### config.mk
export PLATFORM = sky130hd
export DESIGN_NAME = pipe_hazard_ctrl
export DESIGN_NICKNAME = d
export VERILOG_FILES = /design/src/rtl/pipe_hazard_ctrl.sv
export SDC_FILE = /design/constraint.sdc
export NUM_CORES = 1
export LEC_CHECK = 0
export CAP_MARGIN = 20
export CORE_AREA = 10 10 59 66
export DETAILED_ROUTE_END_ITERATION = 16
export DIE_AREA = 0 0 69 76
export GPL_TIMING_DRIVEN = 0
export PLACE_DENSITY = 0.85
export SLEW_MARGIN = 0
export SYNTH_ARGS = -nofsm -noshare
export SYNTH_HDL_FRONTEND = slang
export SYNTH_SLANG_ARGS = --single-unit
export TNS_END_PERCENT = 100
### constraint.sdc
create_clock -name clk -period 3.4 [get_ports clk]
set_clock_uncertainty 0.05 [all_clocks]
set_input_delay 0.68 -clock clk [delete_from_list [all_inputs] [get_ports clk]]
set_output_delay 0.68 -clock clk [all_outputs]
set_load 0.01 [all_outputs]
### src/rtl/pipe_hazard_ctrl.sv
// pipe_hazard_ctrl
// Hazard and multi-cycle FPU sequencer for the 5-stage RV32F pipeline.
// Drives the enables and flushes of PC, IF/ID, ID/EX and EX/MEM. It resolves
// load-use hazards (integer and FP register classes) and branch/jump redirects.
// It also freezes the pipe while an iterative FDIV/FSQRT occupies EX.
//
// Ports
//   clk, rst                          clock, async active-low reset
//   id_rs{1,2,3}_addr, id_rs{1,2}_float, id_rs3_used   ID source operands
//   ex_rd_addr, ex_regW_en, ex_rsW_float, ex_mem_rd      EX destination / load
//   ex_fpu_op                         00 none, 01 FDIV, 10 FSQRT, 11 as 00
//   ex_redirect                       taken branch or jump in EX
//   pc_en, if_id_en, id_ex_en, ex_mem_en          register enables
//   if_id_flush, id_ex_flush, ex_mem_flush        bubble insertion
//   fpu_start, fpu_busy, fpu_result_valid         iterative unit strobes
//   stall_cycles                      cycles with pc_en low (optional counter)
//
// Optional build macro: HAZ_STALL_CNT_EN enables the saturating stall counter.
// When the macro is undefined, stall_cycles is tied to zero and the counter
// flops are not built.
//
// FPU sequencer states
//   state | meaning
//   IDLE  | no iterative op in flight; a new FDIV/FSQRT in EX starts here
//   BUSY  | iterative unit working, pipe frozen, cnt counts down to 1
//   DONE  | result valid, EX/MEM captures it this cycle, pipe runs

module pipe_hazard_ctrl #(
    parameter int FDIV_CYCLES  = 12,
    parameter int FSQRT_CYCLES = 16,
    parameter int CNT_W        = 5
) (
    input  logic        clk,
    input  logic        rst,
    input  logic [4:0]  id_rs1_addr,
    input  logic [4:0]  id_rs2_addr,
    input  logic [4:0]  id_rs3_addr,
    input  logic        id_rs1_float,
    input  logic        id_rs2_float,
    input  logic        id_rs3_used,
    input  logic [4:0]  ex_rd_addr,
    input  logic        ex_regW_en,
    input  logic        ex_rsW_float,
    input  logic        ex_mem_rd,
    input  logic [1:0]  ex_fpu_op,
    input  logic        ex_redirect,
    output logic        pc_en,
    output logic        if_id_en,
    output logic        id_ex_en,
    output logic        ex_mem_en,
    output logic        if_id_flush,
    output logic        id_ex_flush,
    output logic        ex_mem_flush,
    output logic        fpu_start,
    output logic        fpu_busy,
    output logic        fpu_result_valid,
    output logic [31:0] stall_cycles
);

    typedef enum logic [1:0] {
        IDLE = 2'd0,
        BUSY = 2'd1,
        DONE = 2'd2
    } state_t;

    // Detect cycle and DONE cycle are not counted, so BUSY lasts LAT-2 cycles.
    localparam logic [CNT_W-1:0] FDIV_LOAD  = CNT_W'(FDIV_CYCLES - 2);
    localparam logic [CNT_W-1:0] FSQRT_LOAD = CNT_W'(FSQRT_CYCLES - 2);

    state_t           state, state_nxt;
    logic [CNT_W-1:0] cnt, cnt_nxt;

    logic op_div, op_sqrt;
    logic rs1_hit, rs2_hit, rs3_hit, load_use;

    assign op_div  = (ex_fpu_op == 2'b01);
    assign op_sqrt = (ex_fpu_op == 2'b10);

    always_ff @(posedge clk or negedge rst) begin
        if (!rst) begin
            state <= IDLE;
            cnt   <= '0;
        end else begin
            state <= state_nxt;
            cnt   <= cnt_nxt;
        end
    end

    always_comb begin
        state_nxt        = state;
        cnt_nxt          = cnt;
        fpu_start        = 1'b0;
        fpu_busy         = 1'b0;
        fpu_result_valid = 1'b0;
        case (state)
            IDLE: begin
                if (op_div || op_sqrt) begin
                    fpu_start = 1'b1;
                    fpu_busy  = 1'b1;
                    cnt_nxt   = op_div ? FDIV_LOAD : FSQRT_LOAD;
                    state_nxt = BUSY;
                end
            end
            BUSY: begin
                fpu_busy = 1'b1;
                if (cnt == CNT_W'(1)) begin
                    state_nxt = DONE;
                end else begin
                    cnt_nxt = cnt - CNT_W'(1);
                end
            end
            DONE: begin
                // The op is still in EX this cycle; return to IDLE without
                // looking at it so it does not start a second time.
                fpu_result_valid = 1'b1;
                state_nxt        = IDLE;
            end
            default: begin
                state_nxt = IDLE;
            end
        endcase
    end

    // Integer x0 is hardwired zero and never forwards a hazard; FP f0 is a real register.
    assign rs1_hit = (id_rs1_float == ex_rsW_float) && (id_rs1_addr == ex_rd_addr);
    assign rs2_hit = (id_rs2_float == ex_rsW_float) && (id_rs2_addr == ex_rd_addr);
    assign rs3_hit = id_rs3_used && ex_rsW_float && (id_rs3_addr == ex_rd_addr);

    assign load_use = ex_mem_rd && ex_regW_en
                      && !(!ex_rsW_float && (ex_rd_addr == 5'd0))
                      && (rs1_hit || rs2_hit || rs3_hit);

    always_comb begin
        pc_en        = 1'b1;
        if_id_en     = 1'b1;
        id_ex_en     = 1'b1;
        ex_mem_en    = 1'b1;
        if_id_flush  = 1'b0;
        id_ex_flush  = 1'b0;
        ex_mem_flush = 1'b0;
        if (fpu_busy) begin
            pc_en        = 1'b0;
            if_id_en     = 1'b0;
            id_ex_en     = 1'b0;
            ex_mem_en    = 1'b0;
            ex_mem_flush = 1'b1;
        end else if (ex_redirect) begin
            if_id_flush = 1'b1;
            id_ex_flush = 1'b1;
        end else if (load_use) begin
            pc_en       = 1'b0;
            if_id_en    = 1'b0;
            id_ex_flush = 1'b1;
        end
    end

`ifdef HAZ_STALL_CNT_EN
    logic [31:0] stall_cnt;

    always_ff @(posedge clk or negedge rst) begin
        if (!rst) begin
            stall_cnt <= '0;
        end else if (!pc_en && (stall_cnt != 32'hFFFF_FFFF)) begin
            stall_cnt <= stall_cnt + 32'd1;
        end
    end

    assign stall_cycles = stall_cnt;
`else
    assign stall_cycles = '0;
`endif

endmodule

### Yosys cells after proc, flatten, opt, wreduce, memory -nomap -nowiden

Index checks and enable logic that the tools add are counted.

| word-level totals | value |
|---|---|
| register bits | 7 |
| latch bits | 0 |
| memory bits (writable) | 0 |
| bits in read-only memories | 0 |
| input port bits | 31 |
| output and inout port bits | 42 |
| word-level logic and storage cells | 55 |
| memories | 0 |

| operators by class | value |
|---|---|
| add/sub/neg operators | 1 |
| multiply operators | 0 |
| divide/modulo/power cells | 0 |
| order comparisons | 0 |
| eq/ne operators | 13 |
| shift-type cells | 0 |
| muxes and demuxes | 21 |
| bitwise logic cells | 0 |
| reductions and logical operators | 18 |

Operators by type and width:

| operator | count |
|---|---|
| == test 5 bit | 3 |
| 2-to-1 mux 1 bit | 13 |
| 2-to-1 mux 5 bit | 2 |
| one-hot mux 5 bit (2 select lines) | 1 |
| logical AND 1 bit | 8 |
| != test 2 bit (second input constant) | 3 |
| == test 5 x 1 -> 1 bit (second input constant) | 1 |
| logical NOT 5 bit | 1 |
| subtractor 5 x 1 -> 5 bit (second input constant) | 1 |
| == test 2 x 1 -> 1 bit (second input constant) | 2 |
| == test 2 bit (second input constant) | 2 |
| 2-to-1 mux 2 bit | 2 |
| one-hot mux 2 bit (2 select lines) | 1 |
| logical OR 1 bit | 3 |
| 2-to-1 mux 3 bit | 1 |
| AND reduction 3 bit | 1 |
| == test 1 bit | 2 |
| logical NOT 1 bit | 2 |
| logical NOT 2 bit | 1 |
| one-hot mux 1 bit (2 select lines) | 1 |
| AND reduction 2 bit | 1 |
| nonzero test 2 bit | 1 |

### Longest topological paths before layout

| depth | value |
|---|---|
| depth after elaboration | 8 |
| depth in mapped cells | 7 |
| mapped depth without buffers | 7 |

### Least setup slack after synthesis

Ideal clock, no wire load.

| timing | value |
|---|---|
| kind | input-to-output |
| from | in ex_rd_addr[1] |
| to | out pc_en |
| arrival time | 1859 ps |
| data required time | 2670 ps |
| path slack | 811 ps |
| stages on the path | 5 |
| path buffers | 1 |
| path through | or4_1 o311ai_2 a31o_2 o21a_1 buf_4 |

| on the way | value |
|---|---|
| longest elaborated chain between the ends | 8 |
| elaborated cells between the ends (all ways) | 16 |
| those cells by class | eq/ne: 3; mux: 3; reduce/logical: 10 |

RTL lines:

| element | RTL line | source |
|---|---|---|
| start, declared | 41 | `input logic [4:0] ex_rd_addr,` |
| == test 5 bit (tied with other cells) | 125 | `assign rs1_hit = (id_rs1_float == ex_rsW_float) && (id_rs1_addr == ex_rd_addr);` |
| logical AND 1 bit (on tied branches) | 125, 126, 130 |  |
| logical OR 1 bit / logical NOT 1 bit (equally long branches) | 131, 130 |  |
| logical OR 1 bit / logical AND 1 bit (equally long branches) | 131, 130 |  |
| logical AND 1 bit * | 131 | `&& (rs1_hit \|\| rs2_hit \|\| rs3_hit);` |
| 2-to-1 mux 1 bit * (3 in a row) | - |  |
| end, declared | 47 | `output logic pc_en,` |

Every way passes the cells marked *; elsewhere a longest branch is shown, timed or not.

### Final worst setup path

| timing | value |
|---|---|
| from | in ex_fpu_op[1] |
| to | out fpu_start |

| on the way | value |
|---|---|
| longest elaborated chain between the ends | 4 |
| elaborated cells between the ends (all ways) | 5 |
| those cells by class | eq/ne: 2; mux: 2; reduce/logical: 1 |

RTL lines:

| element | RTL line | source |
|---|---|---|
| start, declared | 45 | `input logic [1:0] ex_fpu_op,` |
| == test 2 x 1 -> 1 bit / == test 2 bit (equally long branches) | 76, 77 |  |
| logical OR 1 bit * | 97 | `if (op_div \|\| op_sqrt) begin` |
| 2-to-1 mux 1 bit * | 97 |  |
| 2-to-1 mux 1 bit * | 95 | `case (state)` |
| end, declared | 54 | `output logic fpu_start,` |

Marks and branches as above.

==> qor.csv <==
stage,metric,value,unit
status,status,completed,
floorplan,die_x,69,um
power,power.density,373.4,mW/mm^2
final_layout,fin_area,0.001464,mm^2
timing,rsz0062_at_grt,false,
yosys,synth-main-ff-cell,dfrtp_1,
clock_network,cts_hold_buf,0,
floorplan,io_pins,73,
critical_path,start_kind,primary input,
yosys,synthArstFlopShare,100.0,%
global_route,grt_max_degree,8,
floorplan,start_util,33.07,%
clock_network,cts_root_buf,clkbuf_4,
detailed_routing,drtIter0Drc,13,
yosys,yosysUniqueCellTypes,26,
detailed_routing,firstDrtPassIters,4,
clock_network,cts_tree,done,
power,sw_frac_of_total,38.14,%
detailed_routing,vias,822,
timing,setup_viol,0,
placement,placed_cell_area,0.001435,mm^2
hold_path,hold_class,flop to flop,
power,power.share.clock,14.0,%
yosys,ys_seq_area_share,19.97,%
critical_path,worstPathArrival,2.55,ns
critical_path,endpoint_kind,output port,
yosys,synth_area,877.1,um^2
global_route,grt-ovfl-total,0,
clock_network,clock-sinks,7,
yosys,synth_top_cells_by_count,"buf_4 (35), xor2_1 (12), inv_1 (8)",
critical_path,path_class,primary input to output port,
final_layout,fin_util,55.19,%
final_layout,layout-drive-gt1-share,22.78,%
global_route,grt_pass1_wl,4.015,mm
yosys,synthTopCellsByArea,"buf_4 (30%), dfrtp_1 (20%), xor2_1 (12%), xnor2_1 (7.0%), ha_1 (4.3%)",
clock_network,cts_inserted_buffers,3,
timing,fin_crit,3.276,ns
yosys,synth_edf_count,0,
floorplan,die-area,0.005244,mm^2
detailed_routing,vias_per_cell,3.859,
power,seqPwrFrac,27.8,%
yosys,synth_most_common_cell,buf_4,
power,combinationalPowerShare,58.2,%
timing,hold_viol,0,
yosys,yosys_warnings,0,
yosys,synth_area_leader_cell,buf_4,
critical_path,crit_path_max_fanout,4,
power,ir_drop,0.0002640,V
detailed_routing,routed_wl,2.593,mm
floorplan,coreArea,0.002653,mm^2
floorplan,die_h,76,um
placement,place_congestion,0.8013,
global_route,antenna_found_initial,0,
timing,finalSetupTns,0,ns
detailed_routing,drc,0,
clock_network,cts_setup_buffers,0,
yosys,synth_top_cell_area_share,29.96,%
flow_run,maxCapViolCount,0,
timing,fmax,305.3,MHz
yosys,avgSynthCellArea,8.353,um^2
timing,slew_violations,0,
yosys,synth_cells,105,
final_layout,syn2layout_area_growth,66.90,%
power,intPower,338.1,uW
floorplan,fp-row-count,20,
clock_network,clk_pin_slew,0.06,ns
clock_network,htreeDepth,1,
final_layout,diodes,0,
global_route,grt.total_usage,9.170,%
detailed_routing,detail_route.wl_per_cell,12.17,um
critical_path,required,2.67,ns
placement,dp.final_hpwl,2.308,mm
clock_network,clk-insertion-delay-late,0.25,ns
timing,fin_crit_sh,96.35,%
global_route,grt_pass1_vias,831,
yosys,ys_seq_elements,7,
detailed_routing,ant_nets,0,
power,p_leak,0.0007853,uW
final_layout,fin_nets,215,
power,switching_power,208.5,uW
clock_network,clock_path_buffers,2,
placement,io_buffer_count,40,
==> kinds of logic after synthesis <==
family	share of synthesized area, %
buf+inv	33.38
simple gates	13.84
xor+xnor	18.97
compound gates	9.131
flops	19.97
fa+ha+maj	4.280
other cells	0.4275
==> power groups by stage <==
| stage | clock (uW) | combinational, uW | sequential, uW |
|---|---|---|---|
| 3_3_place_gp | 0 | 314 | 151 |
| 3_5_place_dp | 0 | 321 | 154 |
| 6_report | 76.4 | 318 | 152 |
| 2_1_floorplan | 0 | 200 | 145 |
| 4_1_cts | 79.3 | 321 | 152 |
| 5_1_grt | 82.7 | 353 | 158 |
==> state kept, by name, indices dropped and copies added, names as in the netlist <==
signal / cells
state: 2
cnt: 5
==> metal layers <==
metal  share of wire [%]  GRT usage (%)
met1                  40          9.618
met2                  48          15.38
met5                   0              0
met3                  11          5.469
met4                0.42          1.815
==> worst max-delay path, cell delays in order <==
cell and delay (ns):
clkdlybuf4s50_1 0.46, inv_1 0.04, ha_1 0.27, or3_1 0.38, inv_1 0.15, clkdlybuf4s50_1 0.56
==> repair_timing <==
item,4_1_cts,5_1_grt
pin swaps,1,1
setup endpoints to repair,3,2
gates resized for setup,8,2
==> metrics by stage <==
step | hold slack, ns | setup WS, ns | power, uW | cells
after floorplan | 0.3344 | 0.8108 | 344.4 | 136
after CTS | 0.4970 | 0.04097 | 552.2 | 213
after global placement | 0.4831 | -0.2708 | 465.4 | 209
after global routing | 0.5270 | 0.03468 | 593.6 | 213
final | 0.4988 | 0.1241 | 546.6 | 213
after detailed placement | 0.4833 | -0.2659 | 475.4 | 209
==> cells in the final DEF (no fill, tap or decap) <==
cell type / n
o21ai_0: 4
nand3_1: 3
and2b_1: 1
or4_1: 1
a21oi_1: 2
clkdlybuf4s50_1: 31
o21a_1: 1
nor2_1: 3
dlymetal6s2s_1: 2
a31o_2: 1
inv_1: 8
nor4_2: 1
xor2_1: 12
nand2b_1: 1
a32o_1: 1
o311ai_2: 1
ha_1: 3
clkbuf_4: 3
or3_1: 1
nor4b_1: 1
buf_4: 35
dfrtp_1: 7
nand2_1: 3
clkbuf_1: 1
a21o_1: 1
nand4_1: 1
conb_1: 32
dlygate4sd2_1: 7
or4b_1: 1
xnor2_1: 7
nor2b_1: 1
nor4_1: 3
==> path summary, 6_finish.rpt <==
| kind | slack, ns | from | endpoint | cells after the start |
|---|---|---|---|---|
| hold / removal | 0.50 | cnt[4]$_DFFE_PN0P_ | cnt[4]$_DFFE_PN0P_ | 2 |
| max in group asynchronous | 2.42 | rst | state[0]$_DFFE_PN0P_ | 1 |
| setup reg to reg | 1.69 | cnt[1]$_DFFE_PN0P_ | cnt[3]$_DFFE_PN0P_ | 7 |
| setup / recovery | 0.12 | ex_fpu_op[1] | fpu_start | 6 |
| hold reg to reg | 0.50 | cnt[4]$_DFFE_PN0P_ | cnt[4]$_DFFE_PN0P_ | 2 |
| min in group asynchronous | 0.64 | rst | cnt[4]$_DFFE_PN0P_ | 1 |
==> layout make-up <==
type	instances	area, um^2
fill	257	1189
tap	33	41.29
buffer	35	262.8
sequential	7	175.2
inverter	8	30.03
clock buffer	4	26.28
timing repair buffer	40	396.6
multi-input combinational	86	531.8
(Power assumes the default switching activity.)
